$ cat config.mk
export PLATFORM = sky130hd
export DESIGN_NAME = sar_adc_ctrl
export DESIGN_NICKNAME = d
export VERILOG_FILES = /design/src/rtl/sar_adc_pkg.sv /design/src/rtl/sar_adc_ctrl_cmp_sync.sv /design/src/rtl/sar_adc_ctrl.sv
export SDC_FILE = /design/constraint.sdc
export NUM_CORES = 1
export LEC_CHECK = 0
export ABC_CLOCK_PERIOD_IN_PS = 2200
export BUFFER_PORTS_ARGS = -buffer_cell sky130_fd_sc_hd__buf_2
export CAP_MARGIN = 30
export CORE_MARGIN = 3
export CORE_UTILIZATION = 57
export CTS_CLUSTER_DIAMETER = 80
export DETAILED_ROUTE_END_ITERATION = 6
export HOLD_SLACK_MARGIN = 0.15
export PLACE_DENSITY = 0.89
export SYNTH_ARGS = -nofsm -noshare
export SYNTH_HDL_FRONTEND = slang
export SYNTH_SLANG_ARGS = --single-unit
$ cat constraint.sdc
create_clock -name clk -period 2.2 [get_ports clk]
set_input_delay 0.66 -clock clk [delete_from_list [all_inputs] [get_ports clk]]
set_output_delay 0.66 -clock clk [all_outputs]
set_load 0.1 [all_outputs]
$ cat src/rtl/sar_adc_pkg.sv
// Shared types and default constants for the SAR ADC controller.
package sar_adc_pkg;

  typedef enum logic [1:0] {
    IDLE    = 2'd0,
    SAMPLE  = 2'd1,
    CONVERT = 2'd2,
    DONE    = 2'd3
  } sar_state_e;

  localparam int DEF_WIDTH         = 8;
  localparam int DEF_SAMPLE_CYCLES = 4;

endpackage

$ cat src/rtl/sar_adc_ctrl_cmp_sync.sv
// 2-flop synchronizer for the asynchronous comparator output.
// Only built when SAR_ADC_CTRL_CMP_SYNC_EN is defined; the default build
// samples the comparator directly and carries no synchronizer flops.
`ifdef SAR_ADC_CTRL_CMP_SYNC_EN
module cmp_sync (
  input  logic clk,
  input  logic rst,
  input  logic d,
  output logic q
);

  logic meta;

  // Two back-to-back flops, both cleared by reset
  always_ff @(posedge clk or posedge rst) begin
    if (rst) begin
      meta <= 1'b0;
      q    <= 1'b0;
    end else begin
      meta <= d;
      q    <= meta;
    end
  end

endmodule
`endif

$ cat src/rtl/sar_adc_ctrl.sv
// Successive-approximation ADC controller: track phase, MSB-first binary
// search on the feedback DAC, then a valid/ready result handshake.
// Option macro SAR_ADC_CTRL_CMP_SYNC_EN: synchronize cmp_in through two
// flops and stretch every trial to 3 clocks so the decision sees a settled,
// synchronized comparator value.
module sar_adc_ctrl
  import sar_adc_pkg::*;
#(
  parameter int WIDTH         = DEF_WIDTH,
  parameter int SAMPLE_CYCLES = DEF_SAMPLE_CYCLES
) (
  input  logic             clk,
  input  logic             rst,
  input  logic             start,
  input  logic             cmp_in,
  output logic             busy,
  output logic             sample_en,
  output logic [WIDTH-1:0] dac_code,
  output logic [WIDTH-1:0] result,
  output logic             result_valid,
  input  logic             result_ready
);

  localparam int               IW      = $clog2(WIDTH);
  localparam logic [7:0]       SC_LOAD = 8'(SAMPLE_CYCLES - 1);
  localparam logic [WIDTH-1:0] ONE     = WIDTH'(1);
  localparam logic [IW-1:0]    TOP     = IW'(WIDTH - 1);

  sar_state_e       state;
  logic [7:0]       smp_cnt;
  logic [IW-1:0]    bit_idx;
  logic             cmp_d;
  logic             trial_end;
  logic [WIDTH-1:0] decided;

`ifdef SAR_ADC_CTRL_CMP_SYNC_EN
  logic [1:0] tr_cnt;

  cmp_sync u_cmp_sync (
    .clk (clk),
    .rst (rst),
    .d   (cmp_in),
    .q   (cmp_d)
  );

  // Decision only on the third cycle of a trial, when the synchronizer
  // output reflects the comparator during this trial code
  assign trial_end = (tr_cnt == 2'd2);
`else
  assign cmp_d     = cmp_in;
  assign trial_end = 1'b1;
`endif

  // Current trial code with bit i kept (cmp=1) or cleared (cmp=0)
  always_comb begin
    decided = dac_code;
    if (!cmp_d) decided = dac_code & ~(ONE << bit_idx);
  end

  // Control FSM; every output is a register
  always_ff @(posedge clk or posedge rst) begin
    if (rst) begin
      state        <= IDLE;
      busy         <= 1'b0;
      sample_en    <= 1'b0;
      dac_code     <= '0;
      result       <= '0;
      result_valid <= 1'b0;
      smp_cnt      <= '0;
      bit_idx      <= '0;
`ifdef SAR_ADC_CTRL_CMP_SYNC_EN
      tr_cnt       <= '0;
`endif
    end else begin
      case (state)
        IDLE: begin
          if (start) begin
            state     <= SAMPLE;
            busy      <= 1'b1;
            sample_en <= 1'b1;
            smp_cnt   <= SC_LOAD;
          end
        end
        SAMPLE: begin
          if (smp_cnt == 8'd0) begin
            state     <= CONVERT;
            sample_en <= 1'b0;
            bit_idx   <= TOP;
            dac_code  <= ONE << TOP;
`ifdef SAR_ADC_CTRL_CMP_SYNC_EN
            tr_cnt    <= '0;
`endif
          end else begin
            smp_cnt <= smp_cnt - 8'd1;
          end
        end
        CONVERT: begin
          if (trial_end) begin
`ifdef SAR_ADC_CTRL_CMP_SYNC_EN
            tr_cnt <= '0;
`endif
            if (bit_idx == '0) begin
              state        <= DONE;
              busy         <= 1'b0;
              dac_code     <= decided;
              result       <= decided;
              result_valid <= 1'b1;
            end else begin
              dac_code <= decided | (ONE << (bit_idx - 1'b1));
              bit_idx  <= bit_idx - 1'b1;
            end
          end
`ifdef SAR_ADC_CTRL_CMP_SYNC_EN
          else begin
            tr_cnt <= tr_cnt + 2'd1;
          end
`endif
        end
        DONE: begin
          // start is deliberately not looked at here, even on the handshake cycle
          if (result_ready) begin
            state        <= IDLE;
            result_valid <= 1'b0;
            dac_code     <= '0;
          end
        end
        default: state <= IDLE;
      endcase
    end
  end

endmodule

# Word-level counts from Yosys, hierarchy flattened
# Index checks and enable logic that the tools add are counted.
# word_totals
rom_bits	0
ram_bits	0
ff_bits	32
inputBits	5
latch_bits	0
mem_count	0
wordCells	64
out_inout_bits	19
# op_classes
mul	0
order_cmp	0
muxes	24
bitwise_logic	3
n_reduce_logical	16
shifts	2
add_sub_neg	2
div_mod_pow	0
eq_ne	9
# ops
op	count
$mux W8	6
$pmux W8 S3	1
$reduce_and A3 Y1	6
$pmux W8 S2	1
$shl A1 B3 Y8 const A	2
$ne A2 B2 Y1 const B	6
$and A8 B8 Y8	1
$logic_not A8 Y1	1
$mux W2	4
$not A8 Y8	1
$or A8 B8 Y8	1
$pmux W2 S4	1
$reduce_bool A2 Y1	4
$sub A8 B1 Y8 const B	1
$mux W3	2
$pmux W1 S2	3
$pmux W3 S2	1
$mux W1	5
$eq A2 B2 Y1 const B	2
$reduce_and A4 Y1	1
$logic_not A3 Y1	1
$reduce_bool A3 Y1	1
$sub A3 B1 Y3 const B	1
$eq A2 B1 Y1 const B	1
2 further kinds	2

# Longest topological paths before layout
# Gate-level depths: netlist (run 1).
# logic_depth
word_depth	7
depth_mapped	8
mapped_depth_nobuf	6

# Least setup slack after synthesis (run 1)
# No wires, ideal clock.
# synth_path
kind	reg2reg
startpoint	register smp_cnt[0]
endpoint	register state[0]
path_buffers	2
setup_ps	126
path_stages_with_launch	9
synth_period_minus_slack_ps	1915
required_time_ps	2074
slack_ps	285
arrival_ps	1789
path_cell_list	dfrtp_1 inv_1 ha_1 or3b_2 buf_2 o21ai_2 buf_6 nand2_4 o32a_1
# synth_between
elab_chain_cells	3
# synth_lines
element	line_no	rtl
from (decl)	sar_adc_ctrl.sv:30	logic [7:0] smp_cnt;
from (signal assigned)	sar_adc_ctrl.sv:94	smp_cnt <= smp_cnt - 8'd1;
$logic_not A8 Y1	sar_adc_ctrl.sv:85	if (smp_cnt == 8'd0) begin
$ne A2 B2 Y1 (no line)	n/a	
$reduce_and A4 Y1 (no line)	n/a	
to (signal assigned)	sar_adc_ctrl.sv:78	state <= SAMPLE;
to (signal assigned)	sar_adc_ctrl.sv:86	state <= CONVERT;
to (signal assigned)	sar_adc_ctrl.sv:103	state <= DONE;
to (decl)	sar_adc_ctrl.sv:29	sar_state_e state;
# No other way between the ends.
# A chain may end at the register's enable or synchronous reset.

# Final worst setup path (run 1)
# Same ends and word-level chain as after synthesis.

==> metrics.md, run 1 <==
| Metric | Value |
|---|---|
| Leak | `0.00104 uW` |
| Post-Syn Instances | `207` |
| Die Ht | `64.3 um` |
| Drt first-iter violations | `110` |
| CP Capture Type | `flip-flop` |
| Crit path DAT | `2.22 ns` |
| Post-synth EDFFs | `0` |
| Comb pwr share | `2.0%` |
| Max VDD drop | `0.496 mV` |
| TritonCTS clock tree | `yes` |
| Horiz. Die Dim | `64.3 um` |
| Synth area leaders | `dfrtp_1, ha_1, o21ai_0` |
| Synth Cell Area | `0.00194 mm2` |
| Final Critical Period | `1.99 ns` |
| Worst-case clock buffer depth | `2` |
| H-tree levels | `2` |
| Vias per cell | `5.90` |
| CP max stage cell | `or3b_2` |
| Synth top area share | `41.3%` |
| Cells along the critical path | `inv_1, ha_1, or3b_2, o21ai_2, buf_4, nand2_4, o32a_1` |
| Final Skew | `0.0143 ns` |
| Core Region | `0.00315 mm2` |
| Status | `completed` |
| Layout area overhead | `14.0%` |
| DR vias | `1669` |
| Synth Area per Inst | `9.36 um2` |
| Endpoints failing setup | `0` |
| First-pass DRT Iterations | `4` |
| RSZ-0062 raised after global routing | `no` |
| Num rows | `20` |
| Sw Pwr | `227 uW` |
| Slew Limit Fails | `0` |
| Largest net degree at the start of global routing | `33` |
| Initial antenna violation count | `0` |
| Internal | `831 uW` |
| Post-synthesis net count | `225` |
| Clk sinks | `32` |
| DRC errors left | `0` |
| Die area | `0.00413 mm2` |
| Most common cell after layout, fill and taps aside | `dfrtp_1` |
| Initial Util | `61.4%` |
| Async S/R FF share, synth | `100%` |
| Hold Vio Cnt, Final | `0` |
| WL final | `4240 um` |
| Clk pin slew, worst setup/hold paths | `0.11 ns` |
| GRT Util Overall | `24.0%` |
| Post-route ant nets | `0` |
| Register area share after synthesis | `41.3%` |
| Worst path buffer plus inverter count | `2` |
| Yosys reg bits | `32` |
| Power share of the sequential group | `55.6%` |
| Hold_buf cts | `0` |
| CTS Root Cell | `clkbuf_4` |
| Ys flop type | `dfrtp_1` |
| Critical Path RT | `2.43 ns` |
| CP peak stage delay | `0.51 ns` |
| Cell taking the most area after synthesis | `dfrtp_1` |
| Nets | `256` |
| Gp weighted congestion | `0.837` |
| Crit path kind | `reg2reg` |
| Total negative setup slack | `0 ns` |
| Vias in the first global route | `1594` |
| IO Pins | `24` |
| Worst-skew pair later-pin latency | `0.35 ns` |
| Achievable Freq | `503 MHz` |
| Pwr dens | `479 mW/mm2` |
| Number of buffers created by CTS | `5` |
| Most frequent cells in the layout | `dfrtp_1, nand2_1, buf_2, o21ai_0, inv_1` |
| CP startpoint kind | `flip-flop` |
| Max Cap Viol | `0` |
| PortBufs | `23` |
| CP Max Fanout | `11` |
| Distinct cells, synth | `49` |
| Synth Warn # | `0` |
| Global route overflow | `0` |
| WL/cell | `15.0 um` |
| Post-DP HPWL | `3020 um` |
| Worst Max-Slew Pin Slew | `0.488 ns` |
| Switching share of power | `21.5%` |
| Clock power frac | `42.5%` |
| Layout cell share with drive strength beyond 1 | `24.7%` |
| Antenna fix cells | `0` |
| First-pass GRT wire length | `7530 um` |
| Critical path's top delay family | `simple AND/OR/NAND/NOR gates` |
| Slew margin rel. | `67.7%` |
| Fillers | `265` |
| Hold WC Path Type | `in2async` |
| Final critical-path share of the clock period | `90.4%` |
| Total power | `1060 uW` |
stage by stage:
step	utilization, %	area [um2]	setup slack [ns]	hold slack, ns	cells
global route	70.0	2210	0.0594	0.399	283
floorplan	-	1940	0.285	0.523	207
CTS	69.7	2200	0.191	0.378	283
finish	70.0	2210	0.210	0.369	283
detailed placement	67.3	2120	0.193	0.465	275
global placement	67.3	2120	0.219	0.456	275
synth_stat cells (2+ instances only):
master,count
o2111ai_1,2
ha_1,13
a22o_1,2
or4_1,2
o211ai_1,5
o21ai_0,19
buf_2,2
clkbuf_1,4
a211oi_1,2
dfrtp_1,32
nor2_1,10
nor3_1,3
or3b_2,4
a41o_1,2
nand3b_1,3
nand3_1,5
o31ai_1,3
nand2b_1,2
buf_6,2
nor2b_1,3
xor2_1,3
a21oi_1,11
nand2_1,23
or2_2,2
a31oi_1,6
mux2_2,4
and2b_1,2
inv_1,15
layer usage:
metal | vias to the layer above | routed length, um | global-route usage [%]
met5 | - | 0 | 0
met4 | 0 | 78 | 11.1
met3 | 9 | 255 | 5.80
met2 | 53 | 2000 | 36.0
met1 | 803 | 1900 | 32.8
li1 | 804 | - | -
kinds of logic (layout without fill, tap and decap cells):
group / Yosys count / after routing / synth area share, %
AND/OR/NAND/NOR: 67 / 67 / 18.9
AO/OA/AOI/OAI: 61 / 61 / 20.5
flip-flops: 32 / 32 / 41.3
buffers and inverters: 25 / 57 / 6.27
adder cells (fa/ha/maj): 13 / 13 / 8.40
multiplexers: 5 / 5 / 2.84
XOR/XNOR: 4 / 4 / 1.81
worst register-to-register path: cells and delay by family (launching register included):
kind | cells | cell delay [ns]
AND/OR/NAND/NOR | 2 | 0.57
AO/OA/AOI/OAI | 2 | 0.42
flip-flops | 1 | 0.40
buffers and inverters | 2 | 0.32
adder cells (fa/ha/maj) | 1 | 0.17
state kept, by name (all words and copies together), names as in the netlist:
name / cells
smp_cnt: 8
result_valid: 1
result: 8
bit_idx: 3
sample_en: 1
state: 2
busy: 1
dac_code: 8
power groups by stage:
stage | Combinational [uW] | Sequential, uW | Clock (uW)
2_1_floorplan | 10.4 | 599 | 0
3_3_place_gp | 20.9 | 599 | 0
3_5_place_dp | 21.4 | 599 | 0
4_1_cts | 21.5 | 588 | 458
5_1_grt | 24.5 | 588 | 481
6_report | 20.9 | 588 | 449
what timing repair did:
action	in CTS	in global routing
gates resized for setup	0	2
setup endpoints to repair	0	3
setup buffers	0	0
final cells by class:
cell class,count,area [um2],area share (%)
Sequential cell,32,801,36.3
Timing Repair Buffer,33,190,8.61
Tap cell,44,55.1,2.49
Clock buffer,6,41.3,1.87
Inverter,16,60.1,2.72
Multi-Input combinational cell,150,1030,46.5
Clock inverter,2,35.0,1.59
path summary, 6_finish.rpt:
kind	start	endpoint	slack (ns)	depth (start not counted)
max	smp_cnt[0]	state[0]	0.21	7
max in group asynchronous	rst	state[0]	1.52	3
min in group clk	result[6]	result[6]	0.48	2
max reg2reg	smp_cnt[0]	state[0]	0.21	7
min reg2reg	result[6]	result[6]	0.48	2
min	rst	bit_idx[2]	0.37	3
No activity file was read; power rests on OpenSTA's default activity.
==> run 2: changes to the inputs <==
--- a/config.mk
+++ b/config.mk
@@ -5,15 +5,16 @@
 export SDC_FILE = /design/constraint.sdc
 export NUM_CORES = 1
 export LEC_CHECK = 0
+export ABC_AREA = 1
 export ABC_CLOCK_PERIOD_IN_PS = 2200
-export BUFFER_PORTS_ARGS = -buffer_cell sky130_fd_sc_hd__buf_2
 export CAP_MARGIN = 30
 export CORE_MARGIN = 3
-export CORE_UTILIZATION = 57
+export CORE_UTILIZATION = 62
 export CTS_CLUSTER_DIAMETER = 80
 export DETAILED_ROUTE_END_ITERATION = 6
+export DONT_BUFFER_PORTS = 1
 export HOLD_SLACK_MARGIN = 0.15
-export PLACE_DENSITY = 0.89
+export PLACE_DENSITY = 0.76
 export SYNTH_ARGS = -nofsm -noshare
 export SYNTH_HDL_FRONTEND = slang
 export SYNTH_SLANG_ARGS = --single-unit
==> metrics.md, run 2 <==
| Metric | Value |
|---|---|
| Status | `completed` |
| Post-synth EDFFs | `0` |
| Hold WC Path Type | `in2async` |
| Final Critical Period | `1.92 ns` |
| DRC errors left | `0` |
| Clk sinks | `32` |
| Final critical-path share of the clock period | `87.5%` |
| Synth Cell Area | `0.00190 mm2` |
| Top Registers | `dac_code (8), result (8), smp_cnt (8)` |
| Gp weighted congestion | `0.916` |
| Critical Path RT | `2.42 ns` |
| Vias per cell | `5.39` |
| Top Layer Used | `met4` |
| Most common cell in the netlist | `nand2_1` |
| Clk pin slew, worst setup/hold paths | `0.12 ns` |
| Post-DP HPWL | `2860 um` |
| Post-Synth Adder-Cell Area | `8.58%` |
| CP peak stage delay | `0.43 ns` |
| Ys flop type | `dfrtp_1` |
| CP Capture Type | `flip-flop` |
| Crit path DAT | `2.14 ns` |
| CTS Root Cell | `clkbuf_4` |
| Num rows | `19` |
| Vias in the first global route | `1538` |
| WL/cell | `12.8 um` |
| Hold_buf cts | `0` |
| Core Region | `0.00283 mm2` |
| Achievable Freq | `520 MHz` |
| Cells along the critical path | `inv_1, ha_1, clkinv_1, nor2_1, inv_1, o21ai_0, o21ai_0` |
| Nets | `296` |
| Global route overflow | `0` |
| Worst reg2reg path startpoint | `state[0]` |
| Critical Path Start | `state[0]` |
| Synth Area per Inst | `7.43 um2` |
| Met3 routed WL | `238 um` |
| Post-synthesis net count | `273` |
| Endpoints failing setup | `0` |
| Slew margin rel. | `73.1%` |
| Slew Limit Fails | `0` |
| Worst-skew pair later-pin latency | `0.34 ns` |
| CTS-repair resized insts | `0` |
| Distinct cells, synth | `25` |
| Largest net degree at the start of global routing | `33` |
| XOR/XNOR share of the synthesized area | `1.39%` |
| Crit path kind | `reg2reg` |
| Reg-to-reg setup timing slack | `0.28 ns` |
| First-pass DRT Iterations | `4` |
| Die area | `0.00376 mm2` |
| Number of buffers created by CTS | `5` |
| Worst-case clock buffer depth | `2` |
| CP max stage cell | `dfrtp_1` |
| Simple-gate area share of the yosys netlist | `31.1%` |
| Final Skew | `0.0111 ns` |
| DR vias | `1671` |
| Max Cap Viol | `0` |
| Die Ht | `61.3 um` |
| Worst Max-Slew Pin Slew | `0.404 ns` |
| CP startpoint kind | `flip-flop` |
| Most common cell after layout, fill and taps aside | `nand2_1` |
| IO Pins | `24` |
| Total negative setup slack | `0 ns` |
| Async S/R FF share, synth | `100%` |
| Post-CTS Setup Inserts | `0` |
| RSZ-0062 raised after global routing | `no` |
| WL final | `3980 um` |
| Synth area leaders | `dfrtp_1, nand2_1, ha_1` |
| Most instantiated cells after synthesis | `nand2_1, dfrtp_1, inv_1` |
| Layout area overhead | `12.7%` |
| Hold Vio Cnt, Final | `0` |
| Post-synthesis mux area share | `0%` |
| CP Max Fanout | `9` |
| Fillers | `226` |
| Most frequent cells in the layout | `nand2_1, dfrtp_1, inv_1, nand3_1, buf_4` |
| H-tree levels | `2` |
| Compound-gate portion of the synthesized area | `8.65%` |
| Register area share after synthesis | `42.2%` |
| Yosys reg bits | `32` |
| Drt first-iter violations | `145` |
| PortBufs | `0` |
| Cell taking the most area after synthesis | `dfrtp_1` |
| First-pass GRT wire length | `6720 um` |
| Largest family of logic cells by synthesized area | `simple AND/OR/NAND/NOR gates` |
| Antenna fix cells | `0` |
| Fin util | `75.5%` |
| Metal-1 WL | `1940 um` |
| Post-Syn Instances | `255` |
| Layout cell share with drive strength beyond 1 | `15.4%` |
| Met2 wire length | `1720 um` |
| GRT Util Overall | `23.8%` |
| TritonCTS clock tree | `yes` |
| Horiz. Die Dim | `61.3 um` |
| Post-route ant nets | `0` |
| Initial Util | `67.0%` |
| Synth Warn # | `0` |
| Initial antenna violation count | `0` |
| Synth top area share | `42.2%` |
-- run 2: changes by cell type after synthesis, moves of 5 or more --
cell     delta
nand3_1    +16
o21ai_1     +6
nand2_1    +67
nor2_1      +5
inv_1      +12
a31oi_1     -6
a21oi_1     -5
inv_2       +5
-- run 2: layer usage --
layer	GRT usage, %	vias up
met5	0	-
met4	8.36	0
met3	4.82	15
met2	36.0	59
met1	34.0	739
li1	-	858
-- run 2: final timing paths --
check                                    end  cells after the start
worst max-delay path              bit_idx[0]                      7
worst min-delay path              smp_cnt[6]                      2
worst max register to register    bit_idx[0]                      7
worst min register to register     result[0]                      2
max in group asynchronous       result_valid                      2
min in group clk                   result[0]                      2
-- run 2: cell families after synthesis --
family	Yosys count
and+or+nand+nor	139
xor gates and xnor gates	3
buffers and inverters	37
DFF	32
AOI/OAI and AO/OA	31
adders and majority gates	13
-- run 2: layout make-up --
cell class                      instances  area, um2  share of cell area, %
Multi-Input combinational cell        186        942                   44.1
Clock inverter                          3       42.5                   1.99
Clock buffer                            5       37.5                   1.76
Sequential cell                        32        801                   37.5
Inverter                               33        124                   5.80
Timing Repair Buffer                   20        150                   7.03
Tap cell                               31       38.8                   1.82
-- run 2: critical path: cells and delay by family, from the launching register on --
kind            cells  cell delay (ns)
fa+ha+maj           1             0.36
buf+inv             3             0.50
flops               1             0.43
compound gates      2             0.25
simple gates        1             0.27
-- run 2: through the flow --
step                      cells  setup WS (ns)  cell area [um2]  hold slack [ns]
after floorplan             255          0.613             1900            0.471
after global placement      302          0.255             2060            0.473
after detailed placement    302          0.317             2060            0.469
after CTS                   310          0.305             2140            0.291
after global routing        310         0.0706             2140            0.304
final                       310          0.276             2140            0.274
Power of run 2 is left out: the tool's default activity adds up to more than one toggle a clock period on the data nets, which glitch-free logic cannot reach.
==> run 3: changes to the inputs <==
--- a/config.mk
+++ b/config.mk
@@ -10,6 +10,7 @@
 export CAP_MARGIN = 30
 export CORE_MARGIN = 3
 export CORE_UTILIZATION = 62
+export CTS_BUF_LIST = sky130_fd_sc_hd__clkbuf_16
 export CTS_CLUSTER_DIAMETER = 80
 export DETAILED_ROUTE_END_ITERATION = 6
 export DONT_BUFFER_PORTS = 1
==> metrics.md, run 3 (synthesis results as in run 2) <==
| Metric | Value |
|---|---|
| Status | `completed` |
| CTS-repair resized insts | `0` |
| Antenna fix cells | `0` |
| Most frequent cells in the layout | `nand2_1, dfrtp_1, inv_1, nand3_1, buf_4` |
| Worst-case clock buffer depth | `2` |
| Critical Path RT | `2.35 ns` |
| Drt first-iter violations | `152` |
| PortBufs | `0` |
| Worst Max-Slew Pin Slew | `0.411 ns` |
| Endpoints failing setup | `0` |
| RSZ-0062 raised after global routing | `no` |
| Number of buffers created by CTS | `5` |
| Vias in the first global route | `1544` |
| H-tree levels | `2` |
| Clk pin slew, worst setup/hold paths | `0.06 ns` |
| Core Region | `0.00283 mm2` |
| Worst-skew pair later-pin latency | `0.28 ns` |
| Hold_buf cts | `0` |
| Achievable Freq | `511 MHz` |
| TritonCTS clock tree | `yes` |
| Global route overflow | `0` |
| Top Registers | `dac_code (8), result (8), smp_cnt (8)` |
| Area of the multi-input gates | `942 um2` |
| Crit path DAT | `2.11 ns` |
| Total negative setup slack | `0 ns` |
| Layout cell share with drive strength beyond 1 | `15.4%` |
| Post-DP HPWL | `2860 um` |
| Clk sinks | `32` |
| Hold WC Path Type | `in2async` |
| CP startpoint kind | `flip-flop` |
| IO Pins | `24` |
| Max Cap Viol | `0` |
| DR vias | `1686` |
| Final Critical Period | `1.96 ns` |
| WL final | `4220 um` |
| WL/cell | `13.6 um` |
| Largest net degree at the start of global routing | `33` |
| Fillers | `203` |
| CP Max Fanout | `9` |
| First-pass GRT wire length | `6990 um` |
| Crit path kind | `reg2reg` |
| Final critical-path share of the clock period | `88.9%` |
| Die Ht | `61.3 um` |
| CTS Root Cell | `clkbuf_16` |
| GRT Util Overall | `25.5%` |
| Num rows | `19` |
| First-pass DRT Iterations | `4` |
| Register area | `801 um2` |
| Slew margin rel. | `72.6%` |
| CP Capture Type | `flip-flop` |
| Hold Vio Cnt, Final | `0` |
| Initial Util | `67.0%` |
| Die area | `0.00376 mm2` |
| Vias per cell | `5.44` |
| Final Skew | `0.00508 ns` |
| DRC errors left | `0` |
| Initial antenna violation count | `0` |
| Gp weighted congestion | `0.916` |
| Post-route ant nets | `0` |
| Layout area overhead | `17.3%` |
| Horiz. Die Dim | `61.3 um` |
| Post-CTS Setup Inserts | `0` |
| Slew Limit Fails | `0` |
| Nets | `296` |
| Most common cell after layout, fill and taps aside | `nand2_1` |
-- run 3: cell count changes in the layout (fill, tap and decap cells not counted) --
cell	previous run	this run
clkbuf_16	0	5
clkbuf_4	5	0
-- run 3: worst max-delay path: stages, from the launching register on --
cell and delay (ns):
dfrtp_1 0.41, inv_1 0.12, ha_1 0.38, clkinv_1 0.35, nor2_1 0.28, inv_1 0.05, o21ai_0 0.14, o21ai_0 0.11
-- run 3: per-stage QoR --
step | hold WS (ns) | area [um2] | setup WS (ns) | utilization, % | std cells
floorplan | 0.471 | 1900 | 0.613 | - | 255
global placement | 0.473 | 2060 | 0.255 | 72.7 | 302
detailed placement | 0.469 | 2060 | 0.317 | 72.7 | 302
CTS | 0.370 | 2220 | 0.303 | 78.6 | 310
global route | 0.388 | 2220 | 0.0818 | 78.6 | 310
finish | 0.353 | 2220 | 0.243 | 78.6 | 310
-- run 3: area by class of cell --
type,instances,area share [%]
repair buffers,20,6.75
well taps,31,1.74
clock buffers,5,5.63
inverters,33,5.57
multi-input cells,186,42.4
flip-flops and latches,32,36.0
clock inverters,3,1.91
-- run 3: worst paths after layout --
path	slack [ns]	cells after the start	to	start
worst max-delay path	0.24	7	bit_idx[0]	state[0]
worst min-delay path	0.35	2	result[6]	rst
worst max register to register	0.24	7	bit_idx[0]	state[0]
worst min register to register	0.48	2	result[0]	result[0]
max in group asynchronous	1.55	2	result_valid	rst
min in group clk	0.48	2	result[0]	result[0]
-- run 3: layer usage --
layer  vias up  part of all wire (%)  global-route usage, %  wire [um]
met5         -                     0                      0          0
met4         0                   1.2                   9.91         52
met3         7                   6.4                   5.45        272
met2        62                    46                   39.0       1960
met1       764                    46                   35.4       1940
li1        853                     -                      -          -
Power of run 3 is left out for the same reason.
